File: src/rtl/mult_pkg.sv
// Shared definitions for the 4x4 multiplier datapath and its streaming product accumulator.
package mult_pkg;

    localparam int unsigned PROD_W = 8;

    typedef enum logic [1:0] {
        IDLE  = 2'd0,
        ACCUM = 2'd1,
        HOLD  = 2'd2
    } acc_state_t;

endpackage

File: src/rtl/acc_prefix_adder.sv
// ACC_W-bit parallel-prefix adder (no carry-in) built from grey/black prefix cells.
module acc_prefix_adder #(
    parameter int unsigned ACC_W = 16
) (
    input  logic [ACC_W-1:0] a_i,
    input  logic [ACC_W-1:0] b_i,
    output logic [ACC_W-1:0] sum_o,
    output logic             cout_o
);

    localparam int unsigned Levels = $clog2(ACC_W);

    logic [ACC_W-1:0] g0;
    logic [ACC_W-1:0] p0;
    logic [ACC_W-1:0] g_final;

    assign g0 = a_i & b_i;
    assign p0 = a_i ^ b_i;

    // Each level only carries the propagate bits that later black cells still consume.
    for (genvar l = 0; l < Levels; l++) begin : g_level
        localparam int unsigned Span = 1 << l;

        logic [ACC_W-1:0]    g_in;
        logic [ACC_W-1:0]    g_out;
        logic [ACC_W-1:Span] p_cur;

        if (l == 0) begin : g_first
            assign g_in  = g0;
            assign p_cur = p0[ACC_W-1:1];
        end else begin : g_rest
            assign g_in  = g_level[l-1].g_out;
            assign p_cur = g_level[l-1].g_pnext.p_nxt;
        end

        for (genvar i = 0; i < ACC_W; i++) begin : g_bit
            if (i >= Span) begin : g_cell
                assign g_out[i] = g_in[i] | (p_cur[i] & g_in[i-Span]);
            end else begin : g_pass
                assign g_out[i] = g_in[i];
            end
        end

        if (l < Levels - 1) begin : g_pnext
            logic [ACC_W-1:2*Span] p_nxt;
            for (genvar i = 2 * Span; i < ACC_W; i++) begin : g_black
                assign p_nxt[i] = p_cur[i] & p_cur[i-Span];
            end
        end
    end

    assign g_final = g_level[Levels-1].g_out;
    assign sum_o   = p0 ^ {g_final[ACC_W-2:0], 1'b0};
    assign cout_o  = g_final[ACC_W-1];

endmodule

File: src/rtl/mult_product_accumulator.sv
// Streaming accumulator: sums a frame of multiplier products and presents the frame
// sum, beat count and sticky overflow on a held valid/ready output.
module mult_product_accumulator #(
    parameter int unsigned PROD_W = mult_pkg::PROD_W,
    parameter int unsigned ACC_W  = 16,
    parameter int unsigned CNT_W  = 8
) (
    input  logic              clk,
    input  logic              rst_n,
    input  logic              clr_i,
    input  logic              prod_valid_i,
    output logic              prod_ready_o,
    input  logic [PROD_W-1:0] prod_data_i,
    input  logic              prod_last_i,
    output logic              acc_valid_o,
    input  logic              acc_ready_i,
    output logic [ACC_W-1:0]  acc_data_o,
    output logic [CNT_W-1:0]  acc_count_o,
    output logic              acc_ovf_o
);

    import mult_pkg::*;

    acc_state_t       state_q, state_d;
    logic [ACC_W-1:0] acc_q, acc_d;
    logic [CNT_W-1:0] cnt_q, cnt_d;
    logic             ovf_q, ovf_d;
    logic             rdy_en_q;
    logic [ACC_W-1:0] prod_ext;
    logic [ACC_W-1:0] sum;
    logic             carry;
    logic             beat;

    assign prod_ext = ACC_W'(prod_data_i);

    acc_prefix_adder #(
        .ACC_W (ACC_W)
    ) u_adder (
        .a_i    (acc_q),
        .b_i    (prod_ext),
        .sum_o  (sum),
        .cout_o (carry)
    );

    // rdy_en_q keeps prod_ready low while in reset and for the rest of that cycle.
    assign prod_ready_o = rdy_en_q & (state_q != HOLD) & ~clr_i;
    assign beat         = prod_valid_i & prod_ready_o;

    always_comb begin
        state_d = state_q;
        acc_d   = acc_q;
        cnt_d   = cnt_q;
        ovf_d   = ovf_q;
        if (clr_i) begin
            state_d = IDLE;
            acc_d   = '0;
            cnt_d   = '0;
            ovf_d   = 1'b0;
        end else begin
            unique case (state_q)
                IDLE: begin
                    if (beat) begin
                        acc_d   = prod_ext;
                        cnt_d   = CNT_W'(1);
                        ovf_d   = 1'b0;
                        state_d = prod_last_i ? HOLD : ACCUM;
                    end
                end
                ACCUM: begin
                    if (beat) begin
                        acc_d   = sum;
                        ovf_d   = ovf_q | carry;
                        cnt_d   = (&cnt_q) ? cnt_q : cnt_q + CNT_W'(1);
                        state_d = prod_last_i ? HOLD : ACCUM;
                    end
                end
                HOLD: begin
                    if (acc_ready_i) begin
                        state_d = IDLE;
                        acc_d   = '0;
                        cnt_d   = '0;
                        ovf_d   = 1'b0;
                    end
                end
                default: begin
                    state_d = IDLE;
                    acc_d   = '0;
                    cnt_d   = '0;
                    ovf_d   = 1'b0;
                end
            endcase
        end
    end

    always_ff @(posedge clk or negedge rst_n) begin
        if (!rst_n) begin
            state_q  <= IDLE;
            acc_q    <= '0;
            cnt_q    <= '0;
            ovf_q    <= 1'b0;
            rdy_en_q <= 1'b0;
        end else begin
            state_q  <= state_d;
            acc_q    <= acc_d;
            cnt_q    <= cnt_d;
            ovf_q    <= ovf_d;
            rdy_en_q <= 1'b1;
        end
    end

    assign acc_valid_o = (state_q == HOLD);
    assign acc_data_o  = acc_q;
    assign acc_count_o = cnt_q;
    assign acc_ovf_o   = ovf_q;

endmodule

File: config.mk
export PLATFORM = sky130hd
export DESIGN_NAME = mult_product_accumulator
export DESIGN_NICKNAME = d
export VERILOG_FILES = /design/src/rtl/mult_pkg.sv /design/src/rtl/acc_prefix_adder.sv /design/src/rtl/mult_product_accumulator.sv
export SDC_FILE = /design/constraint.sdc
export NUM_CORES = 1
export LEC_CHECK = 0
export ABC_AREA = 1
export BUFFER_PORTS_ARGS = -buffer_cell sky130_fd_sc_hd__buf_2
export CELL_PAD_IN_SITES_DETAIL_PLACEMENT = 1
export CELL_PAD_IN_SITES_GLOBAL_PLACEMENT = 1
export CORE_ASPECT_RATIO = 1.25
export CORE_MARGIN = 3
export CORE_UTILIZATION = 35
export CTS_BUF_LIST = sky130_fd_sc_hd__clkbuf_16
export CTS_CLUSTER_DIAMETER = 120
export DETAILED_ROUTE_END_ITERATION = 7
export GPL_TIMING_DRIVEN = 0
export PLACE_DENSITY_LB_ADDON = 0.1
export SYNTH_ARGS = -nofsm -noshare
export SYNTH_HDL_FRONTEND = slang
export SYNTH_SLANG_ARGS = --single-unit
File: constraint.sdc
create_clock -name clk -period 1.6 [get_ports clk]
set_clock_uncertainty 0.05 [all_clocks]
set_input_delay 0.24 -clock clk [delete_from_list [all_inputs] [get_ports clk]]
set_output_delay 0.24 -clock clk [all_outputs]
set_load 0.01 [all_outputs]
==> results of run 1 <==
[kinds of logic (layout without fill, tap and decap cells)]
family	after synthesis	in the layout	synth area share
other	1	1	0.001799
buffers and inverters	46	104	0.08944
adder cells (fa/ha/maj)	10	10	0.06363
AO/OA/AOI/OAI	30	30	0.08703
AND/OR/NAND/NOR	194	194	0.4178
XOR/XNOR	1	1	0.004202
flip-flops	28	28	0.3361
[area by class of cell]
cell class                 instances  area share
tap                               64     0.02806
inverter                          43     0.05831
clock buffer                       3     0.02630
buffer                             3     0.01052
multi-input combinational        236      0.5094
sequential                        28      0.2464
timing repair buffer              55      0.1210
[registers in the layout (all words and copies together), names as in the netlist]
name,flops
acc_data_o,16
acc_count_o,8
state_q,2
acc_ovf_o,1
rdy_en_q,1
[cell usage after synthesis (all sizes together) (2+ instances only)]
master,number,share of area
nand2,117,0.23
inv,43,0.077
nor2,31,0.067
dfrtp,28,0.34
nand3,27,0.067
o21ai,17,0.050
nand4,10,0.030
a21oi,9,0.022
ha,9,0.054
nand3b,4,0.014
buf,3,0.012
nor3,3,0.0072
or2,2,0.0060
[power by group]
part	internal (mW)	switching [mW]	leakage [nW]	total, mW
clock network	0.332	0.242	0.0370	0.574
registers	0.749	0.0508	0.376	0.800
logic	0.316	0.442	1.06	0.758
[worst max-delay path, delay by kind of cell (launching register included)]
| kind | cells | cell delay [ns] |
|---|---|---|
| buf+inv | 2 | 0.11 |
| simple gates | 5 | 0.32 |
| flops | 1 | 0.38 |
| compound gates | 2 | 0.25 |
| fa+ha+maj | 2 | 0.49 |
[path summary, 6_finish.rpt]
kind                                     from        endpoint  slack (ns)  cells after the start
worst max-delay path            acc_data_o[0]  acc_data_o[12]       -0.12                     11
worst min-delay path              prod_last_i      state_q[0]        0.13                      2
worst max register to register  acc_data_o[0]  acc_data_o[12]       -0.12                     11
worst min register to register      acc_ovf_o       acc_ovf_o        0.48                      2
max in group asynchronous               rst_n  acc_count_o[0]        0.47                      2
min in group asynchronous               rst_n   acc_data_o[8]        0.52                      2
[layer usage]
layer,vias to the layer above,part of all wire
li1,1103,-
met1,1074,0.44
met2,23,0.53
met5,-,0
met4,0,0.0043
met3,2,0.022
[what timing repair did]
item | 4_1_cts | 5_1_grt
gates resized for setup | 28 | 31
pin swaps | 7 | 13
hold endpoints to repair | 2 | 0
buffers inserted | 7 | 6
hold buffers | 1 | 0
endpoints found under the setup margin | 23 | 25
gates cloned | 0 | 1
[metrics by stage]
stage                     power (mW)  cell area [um2]  std cells  utilization
final                          2.131             2854        432       0.5103
after global routing           2.284             2854        432       0.5103
after CTS                      2.079             2674        425       0.4781
after detailed placement       1.370             2379        414       0.4253
after global placement         1.357             2379        414       0.4253
after floorplan                1.175             2098        310            -
==> flow_summary.json, run 1 <==
{
  "grt_pass1_vias": 2264,
  "pre_cts_ws_ns": -0.3060,
  "gr-total-overflow": 0,
  "crit_chain": "ha_4 > inv_2 > fa_2 > inv_4 > nand2_4 > a21oi_4 > nand3_2 > o21ai_2 > nand3_1 > nand2_1 > nor2_1",
  "grtUsageMet2": 0.3387,
  "crit_path_start_kind": "flop",
  "status": "complete, but fails checks",
  "worstSetupEndpointType": "flop",
  "tightest_slew_ns": 0.7243,
  "slew_headroom": 0.5171,
  "path_max_fanout": 3,
  "power_density_nw_per_um2": 746.8,
  "clockBufferDepth": 2,
  "postSynthCellCount": 310,
  "cts_tree": "built",
  "io_pins": 41,
  "crit_required_ns": 1.71,
  "synthArstFlopShare": 1.000,
  "drive_above_1_share": 0.3614,
  "drt_wl_total_mm": 6.453,
  "leakage_nw": 1.471,
  "drv_slew": 0,
  "maxCapViolations": 0,
  "peakVddDrop_mv": 0.3880,
  "syn_nets": 334,
  "grtUsageMet3": 0.01864,
  "clk_pin_slew_ns": 0.07,
  "slowest_delay_ns": 0.38,
  "io_buffers": 40,
  "seq_area_um2": 703.2,
  "cts_max_level": 1,
  "wl_per_cell_um": 14.94,
  "violations": "setup timing",
  "synth_seq_area_share": 0.3361,
  "syn_to_final_growth_pct": 36.91,
  "grt.total_usage": 0.1872,
  "fillers": 721,
  "ys.flop_type": "dfrtp_1",
  "postRouteAntennaNets": 0,
  "dp_hpwl_mm": 4.637,
  "nNetsFinal": 394,
  "grtUsageMet1": 0.2338,
  "fin_crit_ns": 1.717,
  "syn_area_um2": 2084,
  "synth_cell_types": 29,
  "insertion_delay_ns": 0.26,
  "multi_input_area_um2": 1454,
  "cts_sinks": 28,
  "final_cell_mix": "nand2_1, buf_2, inv_1, dfrtp_1",
  "vias_per_cell": 5.097,
  "grt_pass1_wl_mm": 10.23,
  "vias": 2202,
  "top_usage_layer": "met2",
  "synth_edf_count": 0,
  "period_share": 1.073,
  "die_w_um": 75.03,
  "grt_start_max_net_pins": 29,
  "cts_buffers": 3,
  "arrival_ns": 1.82,
  "drt_iter0_drc": 38,
  "worst_slack_ns": -0.1169,
  "rows": 30,
  "finalHoldViolations": 0,
  "layout_commonest_cell": "nand2_1",
  "start_util": 0.3727,
  "antenna_found_initial": 0,
  "crit_type": "flop to flop",
  "ys_warn_count": 0,
  "drt-pass1-iter-count": 4,
  "core-area_um2": 5593,
  "holdWs_ns": 0.1344,
  "max_freq_mhz": 582.4,
  "drcViolationCount": 0,
  "rsz0062_at_grt": "true",
  "die-height_um": 92.28,
  "setup_tns_ns": -0.5091,
  "cts.root.buffer_cell": "clkbuf_16",
  "gp_congestion": 0.8085,
  "setup_viol": 7,
  "min_path_type": "primary input to flop",
  "crit_slowest_cell": "dfrtp_1",
  "dieArea_um2": 6923,
  "antenna_cells": 0,
  "synth_area_per_cell_um2": 6.724,
  "synth_seq_cells": 28
}
Power figures use the tool's default switching activity.
==> run 2, diff against run 1 <==
--- a/config.mk
+++ b/config.mk
@@ -20,3 +20,4 @@
 export SYNTH_ARGS = -nofsm -noshare
 export SYNTH_HDL_FRONTEND = slang
 export SYNTH_SLANG_ARGS = --single-unit
+export TNS_END_PERCENT = 1
==> constraint.sdc (replaced) <==
create_clock -name clk -period 1.5 [get_ports clk]
set_clock_uncertainty 0.05 [all_clocks]
set_input_delay 0.225 -clock clk [delete_from_list [all_inputs] [get_ports clk]]
set_output_delay 0.225 -clock clk [all_outputs]
set_load 0.01 [all_outputs]
==> run 2 against run 1 <==
  * The run still ends with setup timing left
  * Combinational power is 6.6% lower
  * Sequential cell count stayed put
  * Power is 3.5% higher
  * Non-clock buffer count is 11 lower
  * Clock power is 12% higher
  * Sequential share of layout area is 1.6 points higher
  * Critical path depth stayed put
  * First-iteration DRC count is 2.6% higher
  * Count of clock-buffer cells in the layout stayed put
  * Sequential power is 7.1% higher
  * Utilization is 3.0 points lower
  * Critical endpoint unchanged
==> flow_summary.json, run 2 (synthesis gave the netlist of run 1 again) <==
{
  "status": "complete, but fails checks",
  "violations": "setup timing",
  "worstSetupEndpointType": "flop",
  "cts_sinks": 28,
  "tightest_slew_ns": 0.6881,
  "holdWs_ns": 0.1075,
  "dp_cells": 414,
  "drive_above_1_share": 0.3073,
  "vias": 2165,
  "leakage_nw": 1.368,
  "drt-pass1-iter-count": 4,
  "instances_no_fill": 422,
  "grt_pass1_wl_mm": 10.45,
  "rows": 30,
  "wl_met3_um": 142,
  "drt_iter0_drc": 39,
  "arrival_ns": 1.86,
  "cts.root.buffer_cell": "clkbuf_16",
  "dieArea_um2": 6923,
  "largest_register_ffs": 16,
  "clockBufferDepth": 2,
  "drcViolationCount": 0,
  "setup_tns_ns": -2.208,
  "slew_headroom": 0.5413,
  "max_freq_mhz": 573.5,
  "antenna_found_initial": 0,
  "grt_start_max_net_pins": 29,
  "drt_wl_total_mm": 6.251,
  "cts_buffers": 3,
  "clk_pin_slew_ns": 0.07,
  "nNetsFinal": 383,
  "antenna_cells": 0,
  "power_density_nw_per_um2": 821.1,
  "postRouteAntennaNets": 0,
  "crit_type": "flop to flop",
  "crit_required_ns": 1.61,
  "start_util": 0.3727,
  "met2_wirelength_mm": 3.221,
  "p_total_mw": 2.206,
  "vias_per_cell": 5.130,
  "worst_slack_ns": -0.2436,
  "cts_tree": "built",
  "crit_path_start_kind": "flop",
  "path_max_fanout": 3,
  "io_buffers": 40,
  "layout_commonest_cell": "nand2_1",
  "insertion_delay_ns": 0.27,
  "dp_hpwl_mm": 4.661,
  "fin_util": 0.4803,
  "fin_crit_ns": 1.744,
  "maxCapViolations": 0,
  "core-area_um2": 5593,
  "die-height_um": 92.28,
  "period_share": 1.162,
  "finalHoldViolations": 0,
  "io_pins": 41,
  "met1Wirelength_mm": 2.799,
  "syn_to_final_growth_pct": 28.87,
  "drv_slew": 0,
  "rsz0062_at_grt": "true",
  "routed.top_layer": "met4",
  "fillers": 735,
  "gr-total-overflow": 0,
  "grt.total_usage": 0.1926,
  "final_cell_mix": "nand2_1, buf_2, inv_1, dfrtp_1, nor2_1",
  "peakVddDrop_mv": 0.4036,
  "setup_viol": 21,
  "die_w_um": 75.03,
  "wl_per_cell_um": 14.81,
  "gp_congestion": 0.8157,
  "grt_pass1_vias": 2287,
  "min_path_type": "primary input to flop",
  "cts_max_level": 1
}
==> run 2: worst paths after layout <==
check,start,endpoint,slack (ns),cells past startpoint
min,prod_last_i,state_q[0],0.11,2
min reg2reg,acc_ovf_o,acc_ovf_o,0.50,2
max in group asynchronous,rst_n,acc_count_o[1],0.44,2
max,acc_data_o[0],acc_data_o[12],-0.24,11
min in group asynchronous,rst_n,acc_data_o[2],0.48,2
max reg2reg,acc_data_o[0],acc_data_o[12],-0.24,11
==> run 2: critical path: stages (launching register included) <==
cell and delay (ns):
dfrtp_1 0.39, ha_4 0.15, inv_2 0.03, fa_2 0.34, inv_4 0.08, nand2_4 0.06
a21oi_4 0.16, nand3_2 0.08, o21ai_2 0.09, nand3_1 0.09, nand2_1 0.07, nor2_1 0.04
==> run 2: repair_timing <==
action,4_1_cts,5_1_grt
pin swaps,6,1
gates resized for setup,30,13
setup buffers,3,0
hold buffers,1,0
endpoints found under the setup margin,26,26
endpoints found under the hold margin,28,0
==> run 2: per-layer routing <==
layer,up-vias,track usage
met5,-,0
met1,1049,0.2404
met4,0,0.05341
li1,1085,-
met2,26,0.3394
met3,5,0.02083
==> run 2: cell type report <==
type / count / area, um2 / share of cell area
clock buffers: 3 / 75.07 / 0.02795
clock inverters: 1 / 3.754 / 0.001397
repair buffers: 44 / 232.7 / 0.08663
plain buffers: 3 / 30.03 / 0.01118
well taps: 64 / 80.08 / 0.02981
flip-flops and latches: 28 / 704.4 / 0.2622
multi-input cells: 236 / 1396 / 0.5198
inverters: 43 / 163.9 / 0.06102
==> run 2: metrics by stage <==
stage / setup slack [ns] / area [um2]
floorplan: -0.2589 / 2096
global placement: -0.4049 / 2376
detailed placement: -0.4472 / 2376
CTS: -0.2658 / 2648
global route: -0.3856 / 2686
finish: -0.2436 / 2686
==> run 2: power breakdown <==
part / switching, mW / internal, mW / total (mW)
logic: 0.430 / 0.278 / 0.708
registers: 0.0584 / 0.799 / 0.857
clock network: 0.282 / 0.359 / 0.641
==> run 3, diff against run 2 <==
--- a/config.mk
+++ b/config.mk
@@ -9,7 +9,6 @@
 export BUFFER_PORTS_ARGS = -buffer_cell sky130_fd_sc_hd__buf_2
 export CELL_PAD_IN_SITES_DETAIL_PLACEMENT = 1
 export CELL_PAD_IN_SITES_GLOBAL_PLACEMENT = 1
-export CORE_ASPECT_RATIO = 1.25
 export CORE_MARGIN = 3
 export CORE_UTILIZATION = 35
 export CTS_BUF_LIST = sky130_fd_sc_hd__clkbuf_16
==> run 3 against run 2 <==
  * The flow still finishes with violations (setup timing)
  * Sequential cell count unchanged
  * Global-route usage rose by 0.076 points
  * Fmax down 0.25%
  * Sequential share of layout area is 0.65 points lower
==> flow_summary.json, run 3 (synthesis gave the netlist of run 1 again) <==
{
  "status": "complete, but fails checks",
  "violations": "setup timing",
  "cts_buffers": 3,
  "syn_to_final_growth_pct": 32.17,
  "hold_start": "prod_last_i",
  "reg2reg_depth": 11,
  "min_path_type": "primary input to flop",
  "fillers": 751,
  "fin_crit_ns": 1.748,
  "pre_cts_ws_ns": -0.4377,
  "grt.total_usage": 0.1934,
  "worst_path_dominant_cell_family": "adder cells",
  "tightest_slew_ns": 0.6812,
  "crit_slowest_cell": "dfrtp_1",
  "slowest_delay_ns": 0.38,
  "r2r-end": "acc_data_o[12]",
  "grt_pass1_wl_mm": 11.13,
  "rows": 27,
  "antenna_found_initial": 0,
  "slew_headroom": 0.5459,
  "r2r-start": "acc_data_o[0]",
  "rsz0062_at_grt": "true",
  "crit_chain": "ha_4 > inv_2 > fa_2 > inv_4 > nand2_4 > a21oi_4 > nand3_2 > o21ai_2 > nand3_1 > nand2_1 > nor2_1",
  "cts_max_level": 1,
  "path_max_fanout": 3,
  "min_path_cells": 2,
  "nNetsFinal": 383,
  "grt_pass1_vias": 2274,
  "dp_hpwl_mm": 4.582,
  "holdPathEnd": "state_q[0]",
  "drt_iter0_drc": 68,
  "drcViolationCount": 0,
  "final_cell_mix": "nand2_1, buf_2, inv_1, dfrtp_1, nor2_1",
  "layout_commonest_cell": "nand2_1",
  "insertion_delay_ns": 0.27,
  "cts.root.buffer_cell": "clkbuf_16",
  "die-height_um": 83.18,
  "postRouteAntennaNets": 0,
  "grt_start_max_net_pins": 29,
  "startpoint": "acc_data_o[0]",
  "cts_tree": "built",
  "rrSetupSlack_ns": -0.25,
  "worstSetupEndpointType": "flop",
  "crit_required_ns": 1.61,
  "max_freq_mhz": 572.1,
  "maxCapViolations": 0,
  "gp_congestion": 0.8132,
  "drt_wl_total_mm": 6.383,
  "power_density_nw_per_um2": 874.2,
  "core-area_um2": 5642,
  "peakVddDrop_mv": 0.6566,
  "vias": 2168,
  "setup_viol": 20,
  "period_share": 1.165,
  "leakage_nw": 1.402,
  "io_pins": 41,
  "crit_path_start_kind": "flop",
  "clk_pin_slew_ns": 0.08,
  "crit_type": "flop to flop",
  "clockBufferDepth": 2,
  "die_w_um": 83.18,
  "start_util": 0.3695,
  "cp_num_buf_inv": 2,
  "antenna_cells": 0,
  "largest_register_ffs": 16,
  "dieArea_um2": 6918,
  "drt-pass1-iter-count": 4,
  "worst_slack_ns": -0.2479,
  "wl_per_cell_um": 14.84,
  "gr-total-overflow": 0,
  "vias_per_cell": 5.042,
  "holdWs_ns": 0.1129,
  "fin_util": 0.4884,
  "io_buffers": 40,
  "drv_slew": 0,
  "finalHoldViolations": 0,
  "arrival_ns": 1.86,
  "cts_sinks": 28,
  "drive_above_1_share": 0.3212
}
## run 3: worst max-delay path by stage
| stage | end | slack (ns) | cells past startpoint |
|---|---|---|---|
| after CTS | acc_data_o[8] | -0.25 | 11 |
| after detailed placement | acc_data_o[12] | -0.44 | 11 |
| after global placement | acc_data_o[12] | -0.42 | 11 |
| after global routing | acc_data_o[8] | -0.36 | 11 |
| after floorplan | acc_data_o[12] | -0.26 | 11 |
| final | acc_data_o[12] | -0.25 | 11 |
## run 3: layout make-up
type                    instances  area [um2]  share of cell area
flip-flops and latches         28       704.4              0.2557
well taps                      72       90.09             0.03270
inverters                      43       163.9             0.05949
clock buffers                   3       75.07             0.02725
plain buffers                   3       30.03             0.01090
repair buffers                 44       232.7             0.08447
clock inverters                 1       30.03             0.01090
multi-input cells             236        1429              0.5186
## run 3: report_power, final
| group | leakage (nW) | switching [mW] | total [mW] | internal (mW) |
|---|---|---|---|---|
| sequential | 0.374 | 0.0586 | 0.857 | 0.799 |
| combinational | 0.977 | 0.448 | 0.733 | 0.285 |
| clock | 0.0511 | 0.286 | 0.818 | 0.533 |
## run 3: what timing repair did
item                       4_1_cts  5_1_grt
hold buffers                     1        0
pin swaps                        5        7
resized for setup               22       29
setup endpoints to repair       26       26
hold endpoints to repair        28        0
buffers inserted                 2        1
## run 3: routing by layer
layer / GRT usage / part of all wire / vias up
met5: 0 / 0 / -
met4: 0.03566 / 0.0088 / 0
met3: 0.02282 / 0.035 / 5
met2: 0.3258 / 0.49 / 41
met1: 0.2681 / 0.46 / 1039
li1: - / - / 1083
## run 3: through the flow
step           total power [mW]  TNS (ns)  std cells  area, um2
3_5_place_dp              1.455    -4.839        422       2386
6_report                  2.409    -1.924        430       2755
3_3_place_gp              1.441    -4.289        422       2386
5_1_grt                   2.573    -4.983        430       2755
2_1_floorplan             1.250    -1.629        310       2096
4_1_cts                   2.370    -3.476        429       2629
